--- src/rtl/msx_slot_sequencer_pkg.sv ---
// rtl/msx_slot_sequencer_pkg.sv - shared types and constants for the MSX slot sequencer
package MSX;

    typedef enum logic [1:0] {
        ST_IDLE   = 2'd0,
        ST_LOOKUP = 2'd1,
        ST_ACCESS = 2'd2,
        ST_HOLD   = 2'd3
    } slot_seq_state_t;

    localparam logic [15:0] EXPANDER_ADDR = 16'hFFFF;
    localparam int          BLOCK_SHIFT   = 14;

endpackage

--- src/rtl/msx_slot_sequencer_if.sv ---
// rtl/msx_slot_sequencer_if.sv - request/acknowledge bus between sequencer and RAM back end
interface msx_slot_sequencer_if #(
    parameter int ADDR_W = 27
);
    logic              mem_req;
    logic              mem_we;
    logic [ADDR_W-1:0] mem_addr;
    logic [7:0]        mem_din;
    logic              mem_ack;

    modport master (
        output mem_req,
        output mem_we,
        output mem_addr,
        output mem_din,
        input  mem_ack
    );

    modport slave (
        input  mem_req,
        input  mem_we,
        input  mem_addr,
        input  mem_din,
        output mem_ack
    );
endinterface

--- src/rtl/msx_slot_sequencer_expander_regs.sv ---
// rtl/msx_slot_sequencer_expander_regs.sv - per-slot subslot registers with inverted readback
module slot_expander_regs #(
    parameter int SLOTS = 4
) (
    input  logic                     clk,
    input  logic                     reset_n,
    input  logic                     wr_en,
    input  logic [$clog2(SLOTS)-1:0] wr_slot,
    input  logic [7:0]               wr_data,
    input  logic [$clog2(SLOTS)-1:0] rd_slot,
    input  logic                     rd_present,
    input  logic [1:0]               block,
    output logic [7:0]               rd_inv,
    output logic [1:0]               subslot
);
    logic [7:0] sub [SLOTS];

    always_ff @(posedge clk) begin
        if (!reset_n) begin
            for (int i = 0; i < SLOTS; i++) begin
                sub[i] <= 8'h00;
            end
        end else if (wr_en) begin
            sub[wr_slot] <= wr_data;
        end
    end

    assign rd_inv  = ~sub[rd_slot];
    // Each 16 kB block owns a 2-bit field; slots without an expander see subslot 0.
    assign subslot = rd_present ? sub[rd_slot][{block, 1'b0} +: 2] : 2'b00;

endmodule

--- src/rtl/msx_slot_sequencer.sv ---
// rtl/msx_slot_sequencer.sv - pipelined MSX slot decode and RAM request sequencer; MSX_SLOT_RO_EN drops writes to read-only entries
module msx_slot_sequencer
    import MSX::*;
#(
    parameter int SLOTS  = 4,
    parameter int ADDR_W = 27,
    parameter int SIZE_W = 16
) (
    input  logic                       clk,
    input  logic                       reset_n,
    input  logic [15:0]                cpu_addr,
    input  logic [7:0]                 cpu_dout,
    input  logic                       cpu_mreq,
    input  logic                       cpu_rd,
    input  logic                       cpu_wr,
    input  logic [$clog2(SLOTS)-1:0]   active_slot,
    input  logic [SLOTS-1:0]           expander_en,
    output logic [7:0]                 exp_dout,
    output logic [$clog2(SLOTS)+3:0]   layout_idx,
    input  logic [ADDR_W-1:0]          layout_base,
    input  logic [SIZE_W-1:0]          layout_size,
    input  logic                       layout_ro,
    input  logic                       layout_valid,
    msx_slot_sequencer_if.master       mem,
    output logic                       wait_n,
    output logic                       unmapped
);
    localparam logic [ADDR_W-1:0] ONE = {{(ADDR_W-1){1'b0}}, 1'b1};

    slot_seq_state_t state, state_nxt;

    logic        strobe, strobe_q, start, exp_sel;
    logic [7:0]  exp_rd;
    logic [1:0]  subslot;
    logic [1:0]  blk_q;
    logic [13:0] off_q;
    logic [7:0]  din_q;
    logic        wr_q, exp_q, unm_q;
    logic        ro_block, go_access;

    logic [ADDR_W-1:0] size_ext, mask, offset, addr_calc;
    logic [ADDR_W-1:0] mem_addr_q;
    logic              mem_we_q;
    logic [7:0]        mem_din_q;

    assign strobe  = cpu_mreq & (cpu_rd | cpu_wr);
    assign exp_sel = (cpu_addr == EXPANDER_ADDR) & expander_en[active_slot] & cpu_mreq;
    // Gated by reset_n so a strobe held across reset never starts a cycle.
    assign start   = reset_n & (state == ST_IDLE) & strobe & ~strobe_q;

    always_ff @(posedge clk) begin
        strobe_q <= strobe;
    end

    slot_expander_regs #(.SLOTS(SLOTS)) u_exp (
        .clk        (clk),
        .reset_n    (reset_n),
        .wr_en      (start & exp_sel & cpu_wr),
        .wr_slot    (active_slot),
        .wr_data    (cpu_dout),
        .rd_slot    (active_slot),
        .rd_present (expander_en[active_slot]),
        .block      (cpu_addr[15:14]),
        .rd_inv     (exp_rd),
        .subslot    (subslot)
    );

    assign exp_dout = exp_sel ? exp_rd : 8'hFF;

`ifdef MSX_SLOT_RO_EN
    assign ro_block = wr_q & layout_ro;
`else
    assign ro_block = 1'b0;
`endif

    assign go_access = layout_valid & ~exp_q & ~ro_block;

    // A zero size maps the whole entry onto its base address.
    always_comb begin
        size_ext  = ADDR_W'(layout_size);
        mask      = (layout_size == '0) ? '0 : ((size_ext << BLOCK_SHIFT) - ONE);
        offset    = ADDR_W'({blk_q, off_q}) & mask;
        addr_calc = layout_base + offset;
    end

    always_ff @(posedge clk) begin
        if (!reset_n) begin
            state <= ST_IDLE;
        end else begin
            state <= state_nxt;
        end
    end

    always_comb begin
        state_nxt = state;
        case (state)
            ST_IDLE:   if (start) state_nxt = ST_LOOKUP;
            ST_LOOKUP: state_nxt = go_access ? ST_ACCESS : ST_HOLD;
            ST_ACCESS: if (mem.mem_ack) state_nxt = ST_HOLD;
            ST_HOLD:   if (!cpu_mreq) state_nxt = ST_IDLE;
            default:   state_nxt = ST_IDLE;
        endcase
    end

    always_comb begin
        wait_n      = 1'b1;
        unmapped    = 1'b0;
        mem.mem_req = 1'b0;
        case (state)
            ST_IDLE:   wait_n = ~start;
            ST_LOOKUP: wait_n = 1'b0;
            ST_ACCESS: begin
                wait_n      = 1'b0;
                mem.mem_req = 1'b1;
            end
            ST_HOLD:   unmapped = unm_q;
            default:   wait_n = 1'b1;
        endcase
    end

    always_ff @(posedge clk) begin
        if (!reset_n) begin
            blk_q      <= 2'b00;
            off_q      <= 14'h0;
            din_q      <= 8'h00;
            wr_q       <= 1'b0;
            exp_q      <= 1'b0;
            unm_q      <= 1'b0;
            layout_idx <= '0;
            mem_addr_q <= '0;
            mem_we_q   <= 1'b0;
            mem_din_q  <= 8'h00;
        end else begin
            if (start) begin
                blk_q      <= cpu_addr[15:14];
                off_q      <= cpu_addr[13:0];
                din_q      <= cpu_dout;
                wr_q       <= cpu_wr;
                exp_q      <= exp_sel;
                layout_idx <= {active_slot, subslot, cpu_addr[15:14]};
            end
            if (state == ST_LOOKUP) begin
                unm_q <= exp_q | ~layout_valid;
                if (go_access) begin
                    mem_addr_q <= addr_calc;
                    mem_we_q   <= wr_q;
                    mem_din_q  <= din_q;
                end
            end
        end
    end

    assign mem.mem_addr = mem_addr_q;
    assign mem.mem_we   = mem_we_q;
    assign mem.mem_din  = mem_din_q;

endmodule

--- src/flat_wrapper.sv ---
// flat-port wrapper written by rule: the top's interface ports become plain ports
module msx_slot_sequencer_flat import MSX::*;
#(
    parameter int SLOTS  = 4,
    parameter int ADDR_W = 27,
    parameter int SIZE_W = 16
)
  (clk, reset_n, cpu_addr, cpu_dout, cpu_mreq, cpu_rd, cpu_wr, active_slot, expander_en, exp_dout, layout_idx, layout_base, layout_size, layout_ro, layout_valid, wait_n, unmapped, mem_mem_req, mem_mem_we, mem_mem_addr, mem_mem_din, mem_mem_ack);
  msx_slot_sequencer_if #(.ADDR_W(ADDR_W)) mem_i ();
  input  logic clk;
  input  logic reset_n;
  input  logic [15:0] cpu_addr;
  input  logic [7:0] cpu_dout;
  input  logic cpu_mreq;
  input  logic cpu_rd;
  input  logic cpu_wr;
  input  logic [$clog2(SLOTS)-1:0] active_slot;
  input  logic [SLOTS-1:0] expander_en;
  output logic [7:0] exp_dout;
  output logic [$clog2(SLOTS)+3:0] layout_idx;
  input  logic [ADDR_W-1:0] layout_base;
  input  logic [SIZE_W-1:0] layout_size;
  input  logic layout_ro;
  input  logic layout_valid;
  output logic wait_n;
  output logic unmapped;
  output wire logic [$bits(mem_i.mem_req)-1:0] mem_mem_req;
  output wire logic [$bits(mem_i.mem_we)-1:0] mem_mem_we;
  output wire logic [$bits(mem_i.mem_addr)-1:0] mem_mem_addr;
  output wire logic [$bits(mem_i.mem_din)-1:0] mem_mem_din;
  input wire logic [$bits(mem_i.mem_ack)-1:0] mem_mem_ack;
  assign mem_mem_req = mem_i.mem_req;
  assign mem_mem_we = mem_i.mem_we;
  assign mem_mem_addr = mem_i.mem_addr;
  assign mem_mem_din = mem_i.mem_din;
  assign mem_i.mem_ack = mem_mem_ack;
  msx_slot_sequencer #(.SLOTS(SLOTS), .ADDR_W(ADDR_W), .SIZE_W(SIZE_W)) u_core (.clk(clk), .reset_n(reset_n), .cpu_addr(cpu_addr), .cpu_dout(cpu_dout), .cpu_mreq(cpu_mreq), .cpu_rd(cpu_rd), .cpu_wr(cpu_wr), .active_slot(active_slot), .expander_en(expander_en), .exp_dout(exp_dout), .layout_idx(layout_idx), .layout_base(layout_base), .layout_size(layout_size), .layout_ro(layout_ro), .layout_valid(layout_valid), .mem(mem_i), .wait_n(wait_n), .unmapped(unmapped));
endmodule
--- config.mk ---
export PLATFORM = sky130hd
export DESIGN_NAME = msx_slot_sequencer_flat
export DESIGN_NICKNAME = d
export VERILOG_FILES = /design/src/rtl/msx_slot_sequencer_pkg.sv /design/src/rtl/msx_slot_sequencer_if.sv /design/src/rtl/msx_slot_sequencer_expander_regs.sv /design/src/rtl/msx_slot_sequencer.sv /design/src/flat_wrapper.sv
export SDC_FILE = /design/constraint.sdc
export NUM_CORES = 1
export LEC_CHECK = 0
export BUFFER_PORTS_ARGS = -buffer_cell sky130_fd_sc_hd__buf_2
export CORE_AREA = 2 2 108 215
export CTS_CLUSTER_SIZE = 14
export DETAILED_ROUTE_END_ITERATION = 8
export DIE_AREA = 0 0 110 217
export PLACE_DENSITY_LB_ADDON = 0.08
export SYNTH_ARGS = -nofsm -noshare
export SYNTH_HDL_FRONTEND = slang
export SYNTH_SLANG_ARGS = --single-unit
--- constraint.sdc ---
create_clock -name clk -period 3.8 [get_ports clk]
set_clock_uncertainty 0.2 [all_clocks]
set_input_delay 0.57 -clock clk [delete_from_list [all_inputs] [get_ports clk]]
set_output_delay 0.57 -clock clk [all_outputs]
set_load 0.02 [all_outputs]
==> flow_summary.ini, run 1 <==
[clock_network]
cts_tree = done
clk_latency_ns = 0.35
htree_levels = 3
path_clk_slew_ns = 0.07
cts_root_buf = clkbuf_16
post_cts_buffers = 0
cts_buffers = 9
clk_path_buf_depth = 2
cts.sinks = 102

[worst_setup_path]
r2r_cells = 10
cp-start-kind = input port
arrival_ns = 3.53
cp_max_fo = 5
r2r_end = u_core.mem.mem_addr[26]
crit_chain = buf_2 > inv_1 > ha_1 > nor4b_2 > nand4_1 > and2_1 > ha_1 > fa_1 > a21o_1 > a221oi_2 > o21a_1 > o31ai_2 > o2111ai_1 > xor2_1 > a21oi_1
end_kind = flop
critical_path.max_stage_delay_ns = 0.39
cpMaxStageDelayCell = fa_1
rrSetupSlack_ns = 1.03
path_class = in -> reg
reg2reg_from = u_core.off_q[0]
critPathRequiredTime_ns = 3.83
cp_common_cell = ha_1

[grt]
grt_use_met2_pct = 23.7
busiest_layer = met2
grt_util_met1_pct = 18.8
grt_usage_pct = 14.3
antenna_found_initial = 0
grt-ovfl-total = 0
gr-usage-met3_pct = 2.55
first_global_vias = 4655
grt_max_degree = 67
grt_pass1_wl_um = 25800

[logic_synthesis]
synth_nets = 683
synth_edf_count = 32
ys.flop_type = dfxtp_1
async_flop_share_pct = 0
ys_top_cells_by_count = 120 x nand2_1, 70 x dfxtp_1, 52 x and2_1, 42 x a21boi_0
yosys-top-cells-area = dfxtp_1 26%, edfxtp_1 17%, nand2_1 8.2%, and2_1 5.9%, a21boi_0 5.7%
synth.distinct_cells = 59
postSynthAreaPerCell_um2 = 9.50
ys_warn_count = 0
synth_area_leader_cell = dfxtp_1
synth_top_area_share_pct = 25.5
synth_seq_area_share_pct = 43.0
syn_inst = 578
post-synth-top-count-cell = nand2_1
syn_area_mm2 = 0.00549
ys_ff_latch = 102

[sta]
final_hold_viol_count = 0
setup_viol = 0
period_minus_slack_ns = 3.50
slew_viol_final = 0
rsz0062_at_grt = false
fmax_ghz = 0.286
worst_pin_slew_ns = 0.735
period_share_pct = 92.0
slew_headroom_pct = 51.0

[placement]
postPlaceCellArea_mm2 = 0.00669
routabilityCongestion = 0.765
dpl.cell_count = 1003
io_buffers = 132
dp_hpwl_um = 12700

[power]
power_density_mw_per_mm2 = 402
p_leak_nw = 2.96
vdd_drop_max_v = 0.000237

[layout]
areaGrowthSynthToFinish_pct = 27.2
fin_cells = 1019
antenna_cells = 0
fin_nets = 839
design_area_mm2 = 0.00699
drive_gt1_share_pct = 29.9

[die]
dieArea_mm2 = 0.0239
io-pin-count = 134
die_x_um = 110
die_y_um = 217
core_area_mm2 = 0.0223
initial_core_util_pct = 24.6
num_rows = 78

[hold_path]
min_path_cells = 2
min-delay-start = u_core.mem.mem_addr[13]
worstHoldPathType = reg -> reg
worstHoldEndpoint = u_core.mem.mem_addr[13]

[drt]
drc = 0
vias_per_cell = 4.53
wirelength_um = 16500
post_drt_wl_per_cell_um = 16.2
vias = 4613
drt_pass1_iterations = 4
final_antenna_net_count = 0
drt_iter0_markers = 116

[job]
cap_violations = 0

[outcome]
status = complete, no violations
==> state kept, by name, summed over array words and instances (netlist names) <==
| name | count |
|---|---|
| u_core.mem.mem_addr | 27 |
| u_core.din_q | 8 |
| u_core.off_q | 14 |
| u_core.u_exp.sub | 32 |
| u_core.mem.mem_we | 1 |
| u_core.blk_q | 1 |
| u_core.wr_q | 1 |
| u_core.unm_q | 1 |
| u_core.strobe_q | 1 |
| u_core.state | 2 |
| u_core.layout_idx | 5 |
| u_core.mem.mem_din | 8 |
| u_core.exp_q | 1 |
==> stage by stage <==
stage	hold WS [ns]	TNS, ns	util (%)	setup WS, ns	power (mW)
finish	0.255	0	31.3	0.303	2.81
CTS	0.248	0	31.2	0.111	2.88
detailed placement	0.246	-2.90	29.9	-0.274	1.93
floorplan	0.232	0	-	0.157	1.66
global route	0.255	0	31.3	0.0634	2.99
global placement	0.239	-0.967	29.9	-0.151	1.93
==> worst max path at each step <==
stage                               from                      end  cells past startpoint
after floorplan           layout_size[0]  u_core.mem.mem_addr[26]                     15
after global placement    layout_size[0]  u_core.mem.mem_addr[26]                     15
after detailed placement  layout_size[0]  u_core.mem.mem_addr[26]                     15
after CTS                 layout_size[0]  u_core.mem.mem_addr[26]                     15
after global routing      layout_size[0]  u_core.mem.mem_addr[26]                     15
final                     layout_size[0]  u_core.mem.mem_addr[26]                     15
==> cell families (layout without fill, tap and decap cells) <==
family	count (synthesis)	in the layout	share of synthesized area, %
buf+inv	36	197	3.03
fa+ha+maj	24	24	5.60
mux	13	13	5.01
compound gates	137	137	17.5
flops	102	102	43.0
xor+xnor	17	17	2.71
simple gates	249	249	23.1
==> cell usage in the layout (no fill, tap or decap), drive strengths merged, types with 6 or more instances in the layout <==
master	n
and3	9
nor2	14
edfxtp	32
nor2b	6
mux4	11
ha	23
buf	175
nand2	120
nand3	7
nand4	10
a21oi	19
clkbuf	9
inv	9
dfxtp	70
a21o	11
xor2	13
a21boi	42
and2	60
o21ai	35
==> worst max-delay path, delay by kind of cell <==
family,cells,cell delay [ns]
AOI/OAI and AO/OA,6,1.25
adders and majority gates,3,0.74
buffers and inverters,2,0.16
and+or+nand+nor,3,0.63
xor gates and xnor gates,1,0.17
==> power by group <==
| group | internal (mW) | switching (mW) | total [mW] |
|---|---|---|---|
| Combinational | 0.267 | 0.382 | 0.648 |
| Clock | 0.460 | 0.459 | 0.920 |
| Sequential | 1.20 | 0.0445 | 1.25 |
| Total | 1.93 | 0.885 | 2.81 |
==> layout make-up <==
class	count	area, um2
Multi-Input combinational cell	440	2980
Tap cell	280	350
Clock buffer	9	225
Timing Repair Buffer	175	983
Fill cell	2421	15400
Clock inverter	7	66.3
Inverter	6	22.5
Sequential cell	102	2360
==> repair_timing <==
action | CTS | global route
setup endpoints to repair | 0 | 5
resized for setup | 0 | 1
hold buffers | 0 | 0
==> per-layer routing <==
metal,part of all wire [%],up-vias
met3,5.6,7
met2,48,123
met1,45,2137
met4,1.1,0
met5,0,-
li1,-,2346
Note: power is estimated with default switching activity, not from simulation.
==> inputs of run 2 (changes only) <==
- RECOVER_POWER: default -> 50
==> run 2 against run 1 <==
Net effect:
- the flow now finishes with violations (max-capacitance violations)
- clock power barely moved
- via count grew 0.15%
- register-to-register slack got worse by 0.43 ns
- routed wire length is 0.15% higher
- cell area is 1.4% lower
- die area is the same
- global-route usage did not move
- sequential cell count unchanged
- worst setup slack worse by 0.0096 ns
- critical endpoint unchanged
- largest cell class unchanged
- highest routed layer unchanged
==> flow_summary.ini, run 2 (synthesized netlist as in run 1, its figures left out) <==
[die]
io-pin-count = 134
initial_core_util_pct = 24.6
core_area_mm2 = 0.0223
dieArea_mm2 = 0.0239
die_x_um = 110
num_rows = 78
die_y_um = 217

[placement]
io_buffers = 132
dpl.cell_count = 1003
dp_hpwl_um = 12700
routabilityCongestion = 0.765

[sta]
rsz0062_at_grt = false
final_hold_viol_count = 0
setup_viol = 0
slew_headroom_pct = 0.0902
period_minus_slack_ns = 3.51
fmax_ghz = 0.285
holdWs_ns = 0.244
period_share_pct = 92.3
worst_pin_slew_ns = 1.50
slew_viol_final = 0

[clock_network]
clk_latency_ns = 0.35
clk_path_buf_depth = 2
post_cts_buffers = 0
htree_levels = 3
cts_tree = done
cts.sinks = 102
cts_root_buf = clkbuf_16
path_clk_slew_ns = 0.08
cts_buffers = 9

[worst_setup_path]
path_class = in -> reg
r2r_cells = 8
end_kind = flop
crit_start = layout_size[0]
rrSetupSlack_ns = 0.60
reg2reg_from = u_core.state[0]
r2r_end = u_core.state[1]
critPathRequiredTime_ns = 3.83
cp_max_fo = 5
crit_path_end = u_core.mem.mem_addr[26]
arrival_ns = 3.54
cp-start-kind = input port

[outcome]
violations = max-capacitance violations
status = finished with violations

[layout]
layout_common_cells = 120 x nand2_1, 86 x buf_2, 70 x dfxtp_1, 49 x clkbuf_1, 42 x a21boi_0
multiInputGateArea_mm2 = 0.00295
largest_reg_flops = 32
areaGrowthSynthToFinish_pct = 25.5
utilization_pct = 30.8
largest_register = u_core.u_exp.sub
final-seq-area_mm2 = 0.00236
fillerInstances = 2444
drive_gt1_share_pct = 22.6
fin_cells = 1019
fin_nets = 839
final_common_cell = nand2_1
antenna_cells = 0

[drt]
vias = 4620
final_antenna_net_count = 0
vias_per_cell = 4.53
drt_iter0_markers = 135
post_drt_wl_per_cell_um = 16.3
drt_pass1_iterations = 6
wirelength_um = 16600
drc = 0

[hold_path]
worstHoldPathType = in -> reg

[grt]
first_global_vias = 4655
grt_pass1_wl_um = 25800
grt-ovfl-total = 0
grt_max_degree = 67
grt_usage_pct = 14.3
antenna_found_initial = 0

[power]
p_leak_nw = 2.74
vdd_drop_max_v = 0.000237
power_density_mw_per_mm2 = 406

[job]
cap_violations = 1
==> run 2: cell types whose count changed in the layout (fill, tap and decap cells not counted), moves of 2 or more <==
cell / delta
buf_4: -3
and2_4: -2
and2_2: +2
and2_0: +12
buf_2: -46
clkbuf_1: +49
and2_1: -12
==> run 2: area by class of cell <==
class,instances,share of cell area [%]
Multi-Input combinational cell,440,42.8
Sequential cell,102,34.3
Timing Repair Buffer,175,13.3
Tap cell,280,5.08
Clock buffer,9,3.27
Clock inverter,7,0.962
Inverter,6,0.327
==> run 2: how the worst min path moves through the flow <==
stage                                    to  cells past startpoint               startpoint  slack, ns
floorplan                      u_core.unm_q                      1             u_core.unm_q       0.23
global placement    u_core.mem.mem_addr[21]                      2  u_core.mem.mem_addr[21]       0.24
detailed placement  u_core.mem.mem_addr[24]                      2  u_core.mem.mem_addr[24]       0.25
CTS                         u_core.strobe_q                      2                   cpu_rd       0.25
global route                u_core.strobe_q                      2                   cpu_rd       0.24
finish                      u_core.strobe_q                      2                   cpu_rd       0.24
==> run 2: worst max-delay path: stages <==
cell,delay [ns]
buf_2,0.09
inv_1,0.07
ha_1,0.15
nor4b_2,0.22
nand4_1,0.21
and2_0,0.21
ha_1,0.20
fa_1,0.39
a21o_1,0.22
a221oi_2,0.30
o21a_1,0.22
o31ai_2,0.16
o2111ai_1,0.28
xor2_1,0.17
a21oi_1,0.07
==> run 2: metal layers <==
layer	GRT usage [%]	wire [um]
met4	3.92	188
met1	18.8	7450
met2	23.7	8040
met5	0	0
met3	2.55	888
==> run 2: where the power goes <==
part | internal [mW] | total, mW | switching [mW]
clock | 0.461 | 0.922 | 0.462
combinational | 0.252 | 0.633 | 0.380
sequential | 1.20 | 1.25 | 0.0458
total | 1.91 | 2.80 | 0.888
==> run 2: timing repair <==
action,4_1_cts,5_1_grt
setup endpoints to repair,0,5
resized for setup,0,1
hold buffers,0,0
==> run 2: metrics by stage <==
step                      worst slack, ns  TNS (ns)  power [mW]  cell area [um2]
final                               0.294         0        2.80             6890
after global routing               0.0562         0        2.98             6890
after CTS                           0.111         0        2.88             6980
after detailed placement           -0.274     -2.90        1.93             6690
after global placement             -0.151    -0.967        1.93             6690
after floorplan                     0.157         0        1.66             5490
==> inputs of run 3 (changes only) <==
- CORE_AREA: 2 2 108 215 -> 2 2 111 221
- DIE_AREA: 0 0 110 217 -> 0 0 113 223
- SYNTH_HIERARCHICAL: default -> 1
==> run 3 against run 2 <==
Net effect:
- the flow finishes with violations (design-rule violations, max-capacitance violations, max-slew violations)
- hold slack improved by 0.0070 ns
- sequential share of layout area fell by 1.3 points
- global-route usage rose by 1.4 points
- cell count rose by 7.1%
- area after synthesis rose by 5.4%
- clock-buffer cell count rose by 3
- via count rose by 13%
- maximum frequency rose by 1.4%
- register-to-register slack improved by 0.28 ns
- combinational power rose by 4.4%
- utilization fell by 0.50 points
==> flow_summary.ini, run 3 <==
[outcome]
status = finished with violations
violations = design-rule violations, max-capacitance violations, max-slew violations

[logic_synthesis]
postSynthAreaPerCell_um2 = 8.80
synth_edf_count = 32
ys_top_cells_by_count = 115 x nand2_1, 70 x dfxtp_1, 62 x a21oi_1, 42 x and2_1, 32 x edfxtp_1
synth_top_family_by_area = simple AND/OR/NAND/NOR gates
async_flop_share_pct = 0
synth_top_area_share_pct = 24.2
synthAdderAreaFrac_pct = 5.32
synth_seq_area_share_pct = 40.8
synthMuxAreaShare_pct = 6.70
synth_compound_gate_area_share_pct = 16.7
synth.distinct_cells = 57
ys_ff_latch = 102
synth_xor_area_share_pct = 0.756
ys_warn_count = 6
syn_inst = 658
post-synth-top-count-cell = nand2_1
synth_nets = 763
synth_area_leader_cell = dfxtp_1
syn_area_mm2 = 0.00579
yosys-top-cells-area = dfxtp_1 24%, edfxtp_1 17%, nand2_1 7.5%, mux4_2 5.8%, a21oi_1 5.4%
synth_simple_gate_area_share_pct = 25.0
ys.flop_type = dfxtp_1

[drt]
wirelength_um = 19400
vias_per_cell = 4.80
drt_pass1_iterations = 6
vias = 5237
final_antenna_net_count = 0
drc = 12
drt_iter0_markers = 274
post_drt_wl_per_cell_um = 17.7

[placement]
postPlaceCellArea_mm2 = 0.00691
io_buffers = 132
routabilityCongestion = 0.796
dp_hpwl_um = 14500

[power]
clock_power_share_pct = 35.0
vdd_drop_max_v = 0.000182
p_sw_mw = 0.920
power_density_mw_per_mm2 = 410
p_int_mw = 2.02
power_switching_share_pct = 31.3
power_mw = 2.94
pwr-share-comb_pct = 22.5
p_leak_nw = 2.83
power_frac_seq_pct = 42.5

[layout]
fin_nets = 904
areaGrowthSynthToFinish_pct = 23.8
design_area_mm2 = 0.00717
drive_gt1_share_pct = 20.5
antenna_cells = 0
largest_register = u_core/u_exp/sub
layout_common_cells = 115 x nand2_1, 88 x buf_2, 70 x dfxtp_1, 62 x a21oi_1, 47 x clkbuf_1
utilization_pct = 30.3
fillerInstances = 2579
final_common_cell = nand2_1
largest_reg_flops = 32

[sta]
period_share_pct = 91.0
slew_headroom_pct = -1.92
worst_pin_slew_ns = 1.53
slew_viol_final = 32
rsz0062_at_grt = false
fmax_ghz = 0.289
setup_viol = 0
period_minus_slack_ns = 3.46
final_hold_viol_count = 0

[grt]
grt_pass1_wl_um = 30100
grt-ovfl-total = 0
grt_usage_pct = 15.7
grt_max_degree = 35
antenna_found_initial = 2
busiest_layer = met2
gr-usage-met3_pct = 3.75
first_global_vias = 5311
grt_util_met1_pct = 21.3
grt_use_met2_pct = 24.5

[hold_path]
worstHoldPathType = reg -> reg

[worst_setup_path]
rrSetupSlack_ns = 0.88
cpMaxStageDelayCell = a2111oi_1
reg2reg_from = u_core/state[0]
arrival_ns = 3.49
cp_max_fo = 16
critical_path.max_stage_delay_ns = 0.46
critical_path.top_delay_family = compound AO/OA/AOI/OAI gates
path_class = in -> reg
end_kind = flop
cp_common_cell = ha_1
crit_chain = buf_2 > inv_1 > ha_1 > nor4b_1 > nand4_1 > buf_4 > and2_1 > ha_1 > a21oi_2 > o21ai_1 > a211o_1 > or2_1 > a2111oi_1 > a211oi_1
cp-start-kind = input port
crit_start = layout_size[0]
path_depth = 14
r2r_cells = 9
crit_buf_inv = 3
r2r_end = u_core/u_exp/sub[2][0]
critPathRequiredTime_ns = 3.84
crit_path_end = u_core/mem.mem_addr[26]

[clock_network]
post_cts_buffers = 0
path_clk_slew_ns = 0.07
clk_path_buf_depth = 2
clk_latency_ns = 0.36
htree_levels = 3
cts_buffers = 9
cts_tree = done
cts.sinks = 102
cts_root_buf = clkbuf_16

[die]
die_y_um = 223
io-pin-count = 134
die_x_um = 113
dieArea_mm2 = 0.0252
core_area_mm2 = 0.0236
num_rows = 80
initial_core_util_pct = 24.5

[job]
cap_violations = 1
==> run 3: cell type report <==
type                       instances  area (um2)  share of cell area [%]
tap                              287         359                    5.01
clock inverter                     4        58.8                   0.820
multi-input combinational        492        3160                    44.1
sequential                       102        2360                    32.9
timing repair buffer             166         853                    11.9
inverter                          28         105                    1.47
clock buffer                      12         268                    3.73
==> run 3: power groups by stage <==
stage | clock network, mW | logic (mW) | registers [mW]
after floorplan | 0 | 0.374 | 1.32
after global placement | 0 | 0.682 | 1.27
after detailed placement | 0 | 0.684 | 1.28
after CTS | 1.08 | 0.687 | 1.25
after global routing | 1.11 | 0.738 | 1.26
final | 1.03 | 0.661 | 1.25
==> run 3: routing by layer <==
layer	share of wire, %	vias to the layer above
met3	4.6	18
met5	0.11	-
met2	46	115
met4	1.8	4
met1	48	2457
li1	-	2643
==> run 3: worst min-delay path by stage <==
stage,start,cells after the start,end,slack [ns]
floorplan,u_core/off_q[0],2,u_core/off_q[0],0.23
global placement,u_core/mem.mem_addr[6],2,u_core/mem.mem_addr[6],0.24
detailed placement,u_core/mem.mem_addr[18],2,u_core/mem.mem_addr[18],0.24
CTS,cpu_addr[11],3,u_core/off_q[11],0.23
global route,cpu_addr[11],3,u_core/off_q[11],0.24
finish,u_core/mem.mem_addr[6],2,u_core/mem.mem_addr[6],0.25
==> run 3: what timing repair did <==
action	CTS	global route
gates resized for setup	0	2
setup endpoints to repair	0	2
hold buffers	0	0
==> run 3: tightest hold or removal path, stage by stage (launching register included) <==
cell	delay, ns
dfxtp_1	0.31
nand2_1	0.05
a21oi_1	0.05
==> run 3: logic make-up after synthesis <==
| family | count (synthesis) |
|---|---|
| mux | 20 |
| xor+xnor | 5 |
| fa+ha+maj | 24 |
| simple gates | 290 |
| compound gates | 153 |
| flops | 102 |
| buf+inv | 64 |
==> run 3: metrics by stage <==
stage          std cells  hold slack [ns]  setup TNS [ns]  setup WS, ns
6_report            1091            0.252               0         0.343
5_1_grt             1091            0.238               0        0.0597
4_1_cts             1091            0.232               0         0.340
3_5_place_dp        1075            0.244          -0.130       -0.0544
3_3_place_gp        1075            0.241               0       0.00123
2_1_floorplan        658            0.232               0         0.288
